### src/rtl/muldiv_share_arb_if.sv
// muldiv_share_arb_if
// Groups the two requester handshakes and the shared result bus of the
// multiply/divide arbiter into one bundle.
//   req0/op0/a0/b0 : requester 0 request, operation (0 mul, 1 div), operands
//   req1/op1/a1/b1 : requester 1, same meaning
//   gnt0/gnt1      : one-cycle grant pulse, operands have been captured
//   done0/done1    : one-cycle result-valid pulse for the owning requester
//   res            : shared result bus, {remainder, quotient} for divides
//   dz             : divide-by-zero flag belonging to the current res
// Modports: slave = arbiter side, master = client/testbench side.
interface muldiv_share_arb_if #(
  parameter int AW = 17,
  parameter int BW = 16
);
  localparam int RW = AW + BW;

  logic          req0;
  logic          op0;
  logic [AW-1:0] a0;
  logic [BW-1:0] b0;
  logic          req1;
  logic          op1;
  logic [AW-1:0] a1;
  logic [BW-1:0] b1;
  logic          gnt0;
  logic          gnt1;
  logic          done0;
  logic          done1;
  logic [RW-1:0] res;
  logic          dz;

  modport slave (
    input  req0, op0, a0, b0, req1, op1, a1, b1,
    output gnt0, gnt1, done0, done1, res, dz
  );

  modport master (
    output req0, op0, a0, b0, req1, op1, a1, b1,
    input  gnt0, gnt1, done0, done1, res, dz
  );
endinterface

### src/rtl/muldiv_share_arb.sv
// muldiv_share_arb
// Round-robin scheduler sharing one iterative shift-add multiplier and
// restoring divider between two requesters. Multiply results are ready 17
// clocks after the request-sampling edge, divide results 18 clocks after it.
// Ports:
//   clk   : rising-edge clock
//   rst_n : asynchronous active-low reset, drops any transaction in flight
//   bus   : muldiv_share_arb_if.slave (requests, grants, done, res, dz)
module muldiv_share_arb #(
  parameter int AW = 17,
  parameter int BW = 16
) (
  input  logic                 clk,
  input  logic                 rst_n,
  muldiv_share_arb_if.slave    bus
);
  localparam int RW = AW + BW;

  typedef enum logic [1:0] {
    IDLE = 2'd0,
    MUL  = 2'd1,
    DIV  = 2'd2,
    FIN  = 2'd3
  } state_t;

  state_t        state_r;
  logic [4:0]    count_r;
  logic          last_r;
  logic          owner_r;
  logic [AW-1:0] a_r;
  logic [BW-1:0] b_r;
  logic [RW-1:0] acc_r;
  logic [BW-1:0] rem_r;
  logic [AW-1:0] quo_r;
  logic          dz_pend_r;
  logic          gnt0_r;
  logic          gnt1_r;
  logic          done0_r;
  logic          done1_r;
  logic [RW-1:0] res_r;
  logic          dz_r;

  logic          any_req_s;
  logic          win_s;
  logic          sel_op_s;
  logic [AW-1:0] sel_a_s;
  logic [BW-1:0] sel_b_s;
  logic [RW-1:0] partial_s;
  logic [BW:0]   trial_s;
  logic          ge_s;
  logic [BW-1:0] rem_next_s;

  // Winner selection: a lone requester wins, a tie goes to the one not served last.
  always_comb begin
    any_req_s = bus.req0 | bus.req1;
    win_s     = 1'b0;
    if (bus.req0 && bus.req1) begin
      win_s = ~last_r;
    end else begin
      win_s = bus.req1;
    end
    if (win_s) begin
      sel_op_s = bus.op1;
      sel_a_s  = bus.a1;
      sel_b_s  = bus.b1;
    end else begin
      sel_op_s = bus.op0;
      sel_a_s  = bus.a0;
      sel_b_s  = bus.b0;
    end
  end

  // Datapath step terms: shifted multiplicand and one restoring-division trial.
  always_comb begin
    partial_s = {{BW{1'b0}}, a_r} << count_r[3:0];
    // a_r is shifted left each divide step, so its MSB is the next dividend bit.
    trial_s   = {rem_r, a_r[AW-1]};
    ge_s      = (trial_s >= {1'b0, b_r});
    if (ge_s) begin
      rem_next_s = BW'(trial_s - {1'b0, b_r});
    end else begin
      rem_next_s = trial_s[BW-1:0];
    end
  end

  // Scheduler FSM, iterative datapath and registered outputs.
  always_ff @(posedge clk or negedge rst_n) begin
    if (!rst_n) begin
      state_r   <= IDLE;
      count_r   <= 5'd0;
      last_r    <= 1'b1;
      owner_r   <= 1'b0;
      a_r       <= {AW{1'b0}};
      b_r       <= {BW{1'b0}};
      acc_r     <= {RW{1'b0}};
      rem_r     <= {BW{1'b0}};
      quo_r     <= {AW{1'b0}};
      dz_pend_r <= 1'b0;
      gnt0_r    <= 1'b0;
      gnt1_r    <= 1'b0;
      done0_r   <= 1'b0;
      done1_r   <= 1'b0;
      res_r     <= {RW{1'b0}};
      dz_r      <= 1'b0;
    end else begin
      gnt0_r  <= 1'b0;
      gnt1_r  <= 1'b0;
      done0_r <= 1'b0;
      done1_r <= 1'b0;
      case (state_r)
        IDLE: begin
          if (any_req_s) begin
            owner_r   <= win_s;
            last_r    <= win_s;
            a_r       <= sel_a_s;
            b_r       <= sel_b_s;
            count_r   <= 5'd0;
            acc_r     <= {RW{1'b0}};
            rem_r     <= {BW{1'b0}};
            quo_r     <= {AW{1'b0}};
            dz_pend_r <= sel_op_s & (sel_b_s == {BW{1'b0}});
            gnt0_r    <= ~win_s;
            gnt1_r    <= win_s;
            state_r   <= sel_op_s ? DIV : MUL;
          end
        end
        MUL: begin
          // Sixteen add steps (count 0..15), then the product is published.
          if (count_r == 5'd16) begin
            res_r   <= acc_r;
            dz_r    <= 1'b0;
            done0_r <= ~owner_r;
            done1_r <= owner_r;
            state_r <= FIN;
          end else begin
            if (b_r[count_r[3:0]]) begin
              acc_r <= acc_r + partial_s;
            end
            count_r <= count_r + 5'd1;
          end
        end
        DIV: begin
          // Seventeen trial steps (count 0..16); a zero divisor still runs the
          // full pass so latency does not depend on the operands.
          if (count_r == 5'd17) begin
            if (dz_pend_r) begin
              res_r <= {{BW{1'b0}}, {AW{1'b1}}};
            end else begin
              res_r <= {rem_r, quo_r};
            end
            dz_r    <= dz_pend_r;
            done0_r <= ~owner_r;
            done1_r <= owner_r;
            state_r <= FIN;
          end else begin
            rem_r   <= rem_next_s;
            quo_r   <= {quo_r[AW-2:0], ge_s};
            a_r     <= {a_r[AW-2:0], 1'b0};
            count_r <= count_r + 5'd1;
          end
        end
        FIN: begin
          state_r <= IDLE;
        end
        default: begin
          state_r <= IDLE;
        end
      endcase
    end
  end

  assign bus.gnt0  = gnt0_r;
  assign bus.gnt1  = gnt1_r;
  assign bus.done0 = done0_r;
  assign bus.done1 = done1_r;
  assign bus.res   = res_r;
  assign bus.dz    = dz_r;
endmodule

### src/flat_wrapper.sv
// flat-port wrapper written by rule: the top's interface ports become plain ports
module muldiv_share_arb_flat 
#(
  parameter int AW = 17,
  parameter int BW = 16
)
  (clk, rst_n, bus_req0, bus_op0, bus_a0, bus_b0, bus_req1, bus_op1, bus_a1, bus_b1, bus_gnt0, bus_gnt1, bus_done0, bus_done1, bus_res, bus_dz);
  muldiv_share_arb_if #(.AW(AW), .BW(BW)) bus_i ();
  input  logic clk;
  input  logic rst_n;
  input wire logic [$bits(bus_i.req0)-1:0] bus_req0;
  input wire logic [$bits(bus_i.op0)-1:0] bus_op0;
  input wire logic [$bits(bus_i.a0)-1:0] bus_a0;
  input wire logic [$bits(bus_i.b0)-1:0] bus_b0;
  input wire logic [$bits(bus_i.req1)-1:0] bus_req1;
  input wire logic [$bits(bus_i.op1)-1:0] bus_op1;
  input wire logic [$bits(bus_i.a1)-1:0] bus_a1;
  input wire logic [$bits(bus_i.b1)-1:0] bus_b1;
  output wire logic [$bits(bus_i.gnt0)-1:0] bus_gnt0;
  output wire logic [$bits(bus_i.gnt1)-1:0] bus_gnt1;
  output wire logic [$bits(bus_i.done0)-1:0] bus_done0;
  output wire logic [$bits(bus_i.done1)-1:0] bus_done1;
  output wire logic [$bits(bus_i.res)-1:0] bus_res;
  output wire logic [$bits(bus_i.dz)-1:0] bus_dz;
  assign bus_i.req0 = bus_req0;
  assign bus_i.op0 = bus_op0;
  assign bus_i.a0 = bus_a0;
  assign bus_i.b0 = bus_b0;
  assign bus_i.req1 = bus_req1;
  assign bus_i.op1 = bus_op1;
  assign bus_i.a1 = bus_a1;
  assign bus_i.b1 = bus_b1;
  assign bus_gnt0 = bus_i.gnt0;
  assign bus_gnt1 = bus_i.gnt1;
  assign bus_done0 = bus_i.done0;
  assign bus_done1 = bus_i.done1;
  assign bus_res = bus_i.res;
  assign bus_dz = bus_i.dz;
  muldiv_share_arb #(.AW(AW), .BW(BW)) u_core (.clk(clk), .rst_n(rst_n), .bus(bus_i));
endmodule
### config.mk
export PLATFORM = sky130hd
export DESIGN_NAME = muldiv_share_arb_flat
export DESIGN_NICKNAME = d
export VERILOG_FILES = /design/src/rtl/muldiv_share_arb_if.sv /design/src/rtl/muldiv_share_arb.sv /design/src/flat_wrapper.sv
export SDC_FILE = /design/constraint.sdc
export NUM_CORES = 1
export LEC_CHECK = 0
export CORE_ASPECT_RATIO = 0.9
export CORE_MARGIN = 2
export CORE_UTILIZATION = 44
export CTS_CLUSTER_DIAMETER = 50
export DETAILED_ROUTE_END_ITERATION = 10
export PLACE_DENSITY_LB_ADDON = 0.05
export REMOVE_ABC_BUFFERS = 1
export SKIP_CTS_REPAIR_TIMING = 1
export SLEW_MARGIN = 10
export SYNTH_ARGS = -nofsm -noshare
export SYNTH_HDL_FRONTEND = slang
export SYNTH_SLANG_ARGS = --single-unit
### constraint.sdc
create_clock -name clk -period 7.9 [get_ports clk]
set_input_delay 1.185 -clock clk [delete_from_list [all_inputs] [get_ports clk]]
set_output_delay 1.185 -clock clk [all_outputs]
set_load 0.005 [all_outputs]
==> Yosys cells after proc, flatten, opt, wreduce, memory -nomap -nowiden <==
Cells that the tools add are included.
{ "word_totals": {"ramBits": 0, "inputBits": 72, "latchBits": 0, "romBits": 0, "memories": 0, "reg_bits": 147} }
{ "classes": {"div_mod_pow": 0, "multipliers": 0, "shifts": 1, "bitwise_logic": 5, "reduce_logical": 13, "addsub": 3, "eq_ne": 11, "n_lt_le_gt_ge": 2, "muxes": 46} }
{ "ops": {"columns": ["cell", "count"], "rows": [
  ["two-way mux 33 bit", 6],
  ["case mux 33 bit (2 select lines)", 2],
  ["two-way mux 17 bit", 5],
  ["case mux 17 bit (2 select lines)", 2],
  ["two-way mux 16 bit", 4],
  ["adder 33 bit", 1],
  ["<< shifter 17 x 4 -> 33 bit", 1],
  ["case mux 16 bit (2 select lines)", 1],
  ["greater-or-equal comparator 17 x 16 -> 1 bit", 1],
  ["logical NOT 16 bit", 1],
  ["subtractor 16 bit", 1],
  ["two-way mux 5 bit", 3],
  ["case mux 5 bit (3 select lines)", 1],
  ["two-way mux 1 bit", 13],
  ["== test 5 bit (second input constant)", 2],
  ["AND reduction 3 bit", 3],
  ["two-way mux 2 bit", 4],
  ["inequality test 2 x 1 -> 1 bit (second input constant)", 4],
  ["case mux 2 bit (4 select lines)", 1],
  ["AND reduction 4 bit", 2],
  ["case mux 1 bit (2 select lines)", 3],
  ["nonzero test 2 bit", 3],
  ["adder 5 x 1 -> 5 bit (second input constant)", 1],
  ["< comparator 4 x 5 -> 1 bit (second input constant)", 1],
  ["11 further kinds", 15]
]} }

==> Logic depth before layout (Yosys ltp) <==
Gate-level depths: netlist (run 1).
{ "depth": {"depth_word": 6, "depth_mapped": 19, "ltp_nobuf": 15} }

==> Worst setup path before layout (run 1) <==
Ideal clock, no wire load.
{ "synth_timing": {"path_type": "register to register", "from": "register u_core.count_r[0]", "to": "register u_core.acc_r[29]", "arrival_time_ns": 3.604, "path_stages_with_launch": 17, "slack_ns": 4.175, "cell_sequence": "dfrtp_1 > buf_2 > buf_2 > buf_2 > buf_2 > mux2i_1 > a21oi_1 > a21oi_1 > a21oi_1 > ha_1 > nand2_1 > o21ai_0 > a21o_1 > a221oi_1 > a21oi_1 > or3_1 > a32o_1"} }
{ "synth_between": {"elab_chain_cells": 5, "elab_cells_between_ends": 11, "classes_between": "add/sub: 1; eq/ne: 3; shift: 1; mux: 5; reduce/logical: 1"} }
{ "synth_lines": {"columns": ["item", "line_no", "rtl"], "rows": [
  ["start: declaration", "muldiv_share_arb.sv:27", "logic [4:0] count_r;"],
  ["start signal: assignment", "muldiv_share_arb.sv:139", "count_r <= count_r + 5'd1;"],
  ["start signal: assignment", "muldiv_share_arb.sv:159", "count_r <= count_r + 5'd1;"],
  ["<< shifter 17 x 4 -> 33 bit", "muldiv_share_arb.sv:75", "partial_s = {{BW{1'b0}}, a_r} << count_r[3:0];"],
  ["adder 33 bit", "muldiv_share_arb.sv:137", "acc_r <= acc_r + partial_s;"],
  ["two-way mux 33 bit", "muldiv_share_arb.sv:136", "if (b_r[count_r[3:0]]) begin"],
  ["two-way mux 33 bit", "muldiv_share_arb.sv:129", "if (count_r == 5'd16) begin"],
  ["case mux 33 bit (2 select lines)", "muldiv_share_arb.sv:110", "case (state_r)"],
  ["end signal: assignment", "muldiv_share_arb.sv:95", "acc_r <= {RW{1'b0}};"],
  ["end signal: assignment", "muldiv_share_arb.sv:118", "acc_r <= {RW{1'b0}};"],
  ["end signal: assignment", "muldiv_share_arb.sv:137", null],
  ["end: declaration", "muldiv_share_arb.sv:32", "logic [RW-1:0] acc_r;"]
]} }
Several ways; a longest one is shown, not always the timed one. The select of a mux whose other input is x is not followed.
A chain may end at the register's enable or synchronous reset.

==> Worst setup path in the final report (run 1) <==
{ "layout_timing": {"from": "register u_core.count_r[1]", "to": "register u_core.acc_r[29]"} }
Same word-level chain as after synthesis.

==> impl_metrics.ini, run 1 <==
[worst_setup_path]
worstSetupPathType = flop to flop
start_kind = flop
cp.arrival_ns = 4.96
crit_fanout = 32
crit_required_ns = 8.22
end_kind = flop

[clock_tree]
clk_pin_slew_worst_paths_ns = 0.07
cts_inserted_buffers = 17
cts_sinks = 147
root_buffer = clkbuf_16
cts_buffer_depth = 2
clk_latency_ns = 0.43
tritoncts = yes
cts_max_level = 4

[power]
ir_worst_vdd_mv = 0.245
p_leak_uw = 0.00538
p_per_area_mw_per_mm2 = 415

[logic_synthesis]
synth.top_cell.area_share_pct = 35.7
ys_seq_area_share_pct = 35.9
syn_inst = 1214
synth_largest_area_cell = dfrtp_1
synth_seq_cells = 147
ys_async_sr_fraction_pct = 100
ys_types = 76
yosys-top-cells-area = dfrtp_1 36%, ha_1 6.7%, nand2_1 6.7%
netlist_area_mm2 = 0.0102
synth.avg_cell_area_um2 = 8.44
synth_top_flop_cell = dfrtp_1
synth_edf_count = 0
yosysWarnings = 0

[route]
viasPerCell = 5.79
finalWirelength_mm = 30.9
wl_per_cell_um = 19.4
antenna_left = 0
firstDrtPassIters = 5
vias = 9215
drcViolationCount = 0
drtIter0Drc = 853

[sta]
tightestPinTransition_ns = 1.10
final.setup.tns_ns = 0
hold_viol_final = 0
min_period_ns = 4.64
fin_skew_ns = 0.0154
min_period_over_period_pct = 58.8
maxSlewHeadroom_pct = 26.3
max_freq_mhz = 215
setup_viol = 0
rsz0062_at_grt = false
finalMaxSlewViolations = 0

[die]
core_area_mm2 = 0.0226
die_area_mm2 = 0.0245
fp-row-count = 52
start_util_pct = 45.2
ios = 110
die_y_um = 149
fp.dieW_um = 165

[final_layout]
nFillCells = 2145
regArea_mm2 = 0.00368
antenna_cells = 0
utilization_pct = 53.8
multiInputGateArea_mm2 = 0.00614
nets = 1411
drive_gt1_share_pct = 5.79
syn_to_final_growth_pct = 18.8

[run]
cap_violations = 0

[outcome]
status = completed

[min_path]
hold_class = flop to flop

[global_routing]
grt_overflow = 0
antenna_found_initial = 0
grt_pass1_vias = 8781
grt_use_total_pct = 26.2
grt_max_degree = 95
grt_pass1_wl_mm = 49.8

[placement]
place_congestion = 0.946
dp_hpwl_mm = 23.0
io_buffers = 109
[where the power goes]
part	switching, µW	total (µW)	internal, µW
Clock	385	900	515
Combinational	1850	2940	1080
Sequential	238	1210	975
Total	2480	5050	2570
[placed cells by master, fill, tap and decap left out, types with 4 or more instances in the layout]
cell type	netlist	layout
o21ai_0	109	109
nand2_1	183	183
nor2b_1	28	28
nor4_1	8	8
buf_4	1	11
nor3_1	19	19
o21bai_1	6	6
o21a_1	6	6
inv_1	42	42
a31oi_1	9	9
mux2i_1	64	64
mux2_2	5	5
o22ai_1	22	22
dfrtp_1	146	146
xor2_1	13	13
nand3_1	16	15
nor2_1	76	76
and3_1	5	5
and2_1	11	11
mux4_2	6	6
nand2b_1	8	8
clkbuf_16	0	17
nand4_1	15	15
a22o_1	20	20
o211ai_1	6	6
or3_1	6	6
o31ai_1	17	17
a211oi_1	7	7
ha_1	55	54
a21o_1	22	22
or4_1	4	4
inv_6	0	4
clkdlybuf4s50_1	0	108
a32oi_1	5	5
a21oi_1	102	102
o21ai_1	29	28
xnor2_1	18	18
[state kept, by name (all words and copies together), names as in the netlist, 2 cells and up]
register,count
u_core.acc_r,33
u_core.bus.res,33
u_core.a_r,17
u_core.quo_r,17
u_core.b_r,16
u_core.rem_r,16
u_core.count_r,5
u_core.state_r,2
[cell usage after synthesis, drive strengths merged, types with 20 or more instances]
cell,n
dfrtp,146
inv,43
clkbuf,47
a22o,20
a21o,22
nor2b,28
o22ai,22
buf,24
nand2,184
o21ai,139
a21oi,104
mux2i,64
ha,55
nor2,76
[kinds of logic after synthesis]
group,count (synthesis),share of synthesized area [%]
mux,75,8.12
compound gates,400,24.3
flops,147,35.9
simple gates,390,17.4
fa+ha+maj,57,7.11
xor+xnor,31,2.65
buf+inv,114,4.51
[per-stage QoR]
stage / hold WS, ns / worst slack [ns] / cell area [µm²] / total power (µW) / cells
after floorplan: 0.425 / 2.01 / 9940 / 3180 / 1143
after global placement: 0.457 / 3.47 / 11500 / 4130 / 1560
after detailed placement: 0.471 / 3.39 / 11500 / 4140 / 1560
after CTS: 0.487 / 3.37 / 12200 / 5060 / 1592
after global routing: 0.504 / 2.91 / 12200 / 5460 / 1592
final: 0.479 / 3.26 / 12200 / 5050 / 1592
[final timing paths]
check | startpoint | to | slack [ns] | depth (start not counted)
hold / removal | u_core.bus.dz | u_core.bus.dz | 0.48 | 2
hold reg to reg | u_core.bus.dz | u_core.bus.dz | 0.48 | 2
setup / recovery | u_core.count_r[1] | u_core.acc_r[29] | 3.26 | 12
min in group asynchronous | rst_n | u_core.b_r[14] | 0.81 | 1
setup reg to reg | u_core.count_r[1] | u_core.acc_r[29] | 3.26 | 12
max in group asynchronous | rst_n | u_core.acc_r[18] | 5.85 | 2
[metal layers]
| layer | vias to the layer above | wire length (µm) | GRT usage [%] |
|---|---|---|---|
| li1 | 4530 | - | - |
| met1 | 4375 | 15400 | 40.0 |
| met2 | 277 | 13300 | 38.8 |
| met3 | 33 | 1790 | 4.09 |
| met4 | 0 | 445 | 6.48 |
| met5 | - | 0 | 0 |
[worst max-delay path, stage by stage, from the launching register on]
cell and delay, ns:
dfrtp_1 1.02, inv_1 0.45, o31a_1 0.43, o21ai_0 0.39
a21oi_1 0.13, ha_1 0.39, a21oi_1 0.20, o21ai_0 0.16
a21o_1 0.23, a221oi_1 0.43, a21oi_1 0.13, or3_1 0.32
a32o_1 0.25
[cell type report]
class	instances	share of cell area, %
flip-flops and latches	147	30.2
clock inverters	15	1.78
repair buffers	120	9.65
well taps	297	3.05
clock buffers	17	3.50
multi-input cells	953	50.5
inverters	43	1.33
Note: power is estimated with default switching activity, not from simulation.
==> run 2, diff against run 1 <==
==> constraint.sdc (replaced) <==
create_clock -name clk -period 3.89 [get_ports clk]
set_input_delay 0.5835 -clock clk [delete_from_list [all_inputs] [get_ports clk]]
set_output_delay 0.5835 -clock clk [all_outputs]
set_load 0.005 [all_outputs]
==> impl_metrics.ini, run 2 (same netlist as run 1, synthesis figures left out) <==
[placement]
place_area_mm2 = 0.0118
io_buffers = 109
pre_cts_ws_ns = 0.113
place_congestion = 0.967
dp_hpwl_mm = 23.8

[worst_setup_path]
crit_path_max_incr_delay_ns = 0.38
r2r_setup_slack_ns = 0.18
end_kind = flop
slowest_stage = dfrtp_1
worst-path-buf-inv = 2
crit_required_ns = 4.21
cpLargestDelayFamily = compound AO/OA/AOI/OAI gates
crit_fanout = 9
worstSetupPathType = flop to flop
cp.arrival_ns = 4.03
start_kind = flop
crit_chain = buf_4, and2_1, nor3_1, a21oi_1, nor2b_1, a31oi_2, nor2_2, ha_1, a21o_1, a31oi_2, a211oi_2, nor4_2, nor2_1, buf_4, a21o_1, a221o_1

[sta]
max_freq_mhz = 270
final.setup.tns_ns = 0
maxSlewHeadroom_pct = 38.6
finalMaxSlewViolations = 0
min_period_ns = 3.71
hold_viol_final = 0
fin_skew_ns = 0.0111
setup_viol = 0
fin_ws_ns = 0.181
tightestPinTransition_ns = 0.919
min_period_over_period_pct = 95.3

[die]
core_area_mm2 = 0.0226
die_area_mm2 = 0.0245
fp-row-count = 52
die_y_um = 149
start_util_pct = 45.2
fp.dieW_um = 165
ios = 110

[route]
vias = 9373
wl_per_cell_um = 19.2
m1WireLength_mm = 15.6
wl_met2_mm = 13.5
firstDrtPassIters = 5
viasPerCell = 5.78
finalWirelength_mm = 31.2
drtIter0Drc = 771
drcViolationCount = 0
antenna_left = 0
top_layer = met4
dr_wl_met3_mm = 1.59

[global_routing]
grt_pass1_vias = 8795
grt_max_degree = 90
grt_pass1_wl_mm = 49.7
grt_overflow = 0
grt_use_total_pct = 26.3
antenna_found_initial = 0

[final_layout]
syn_to_final_growth_pct = 21.2
layout_common_cells = 182 x nand2_1, 145 x dfrtp_1, 108 x clkdlybuf4s50_1
antenna_cells = 0
utilization_pct = 54.8
stdcell_area_mm2 = 0.0124
drive_gt1_share_pct = 9.05
layout_commonest_cell = nand2_1
nets = 1442

[clock_tree]
cts_inserted_buffers = 17
clk_pin_slew_worst_paths_ns = 0.07
cts_sinks = 147
clk_latency_ns = 0.44
cts_max_level = 4
cts_buffer_depth = 2
tritoncts = yes
root_buffer = clkbuf_16

[outcome]
status = completed

[power]
power_uw = 10400
p_leak_uw = 0.00551
ir_worst_vdd_mv = 0.536
p_per_area_mw_per_mm2 = 834

[run]
cap_violations = 0

[min_path]
hold_class = input port to asynchronous set/reset pin
==> run 2: cell types whose count changed in the layout (fill, tap and decap cells not counted), sizes merged <==
cell	change
buf	+31
bufinv	-3
clkinvlp	+1
inv	+2
==> run 2: where the power goes <==
group          internal (µW)  switching, µW
registers               1980            459
clock network            848            794
logic                   2410           3860
total                   5240           5110
==> run 2: final timing paths <==
path,cells past startpoint,startpoint,endpoint
worst max-delay path,16,u_core.count_r[0],u_core.acc_r[23]
worst min-delay path,1,rst_n,u_core.b_r[14]
worst max register to register,16,u_core.count_r[0],u_core.acc_r[23]
worst min register to register,1,u_core.owner_r,u_core.bus.done0
max in group asynchronous,2,rst_n,u_core.quo_r[15]
min in group clk,1,u_core.owner_r,u_core.bus.done0
==> run 2: final cells by class <==
class | instances | area, µm²
fillers | 2131 | 10200
multi-input cells | 953 | 6200
flip-flops and latches | 147 | 3680
repair buffers | 151 | 1430
clock buffers | 17 | 425
well taps | 297 | 372
inverters | 43 | 161
clock inverters | 15 | 140
==> run 2: metal layers <==
| metal | vias up | global-route usage (%) |
|---|---|---|
| met4 | 0 | 6.04 |
| li1 | 4609 | - |
| met5 | - | 0 |
| met3 | 36 | 4.45 |
| met2 | 248 | 38.9 |
| met1 | 4480 | 40.2 |
==> run 2: stage by stage <==
step                      std cells  hold slack [ns]
final                          1623            0.101
after floorplan                1143            0.288
after CTS                      1623            0.128
after global routing           1623            0.135
after global placement         1591            0.447
after detailed placement       1591            0.451
==> run 2: worst reg2reg max path: stages (launching register included) <==
cell and delay (ns):
dfrtp_1 0.38, buf_4 0.17, and2_1 0.16, nor3_1 0.19, a21oi_1 0.08, nor2b_1 0.15, a31oi_2 0.26, nor2_2 0.12
ha_1 0.31, a21o_1 0.23, a31oi_2 0.27, a211oi_2 0.16, nor4_2 0.32, nor2_1 0.18, buf_4 0.18, a21o_1 0.15
a221o_1 0.29
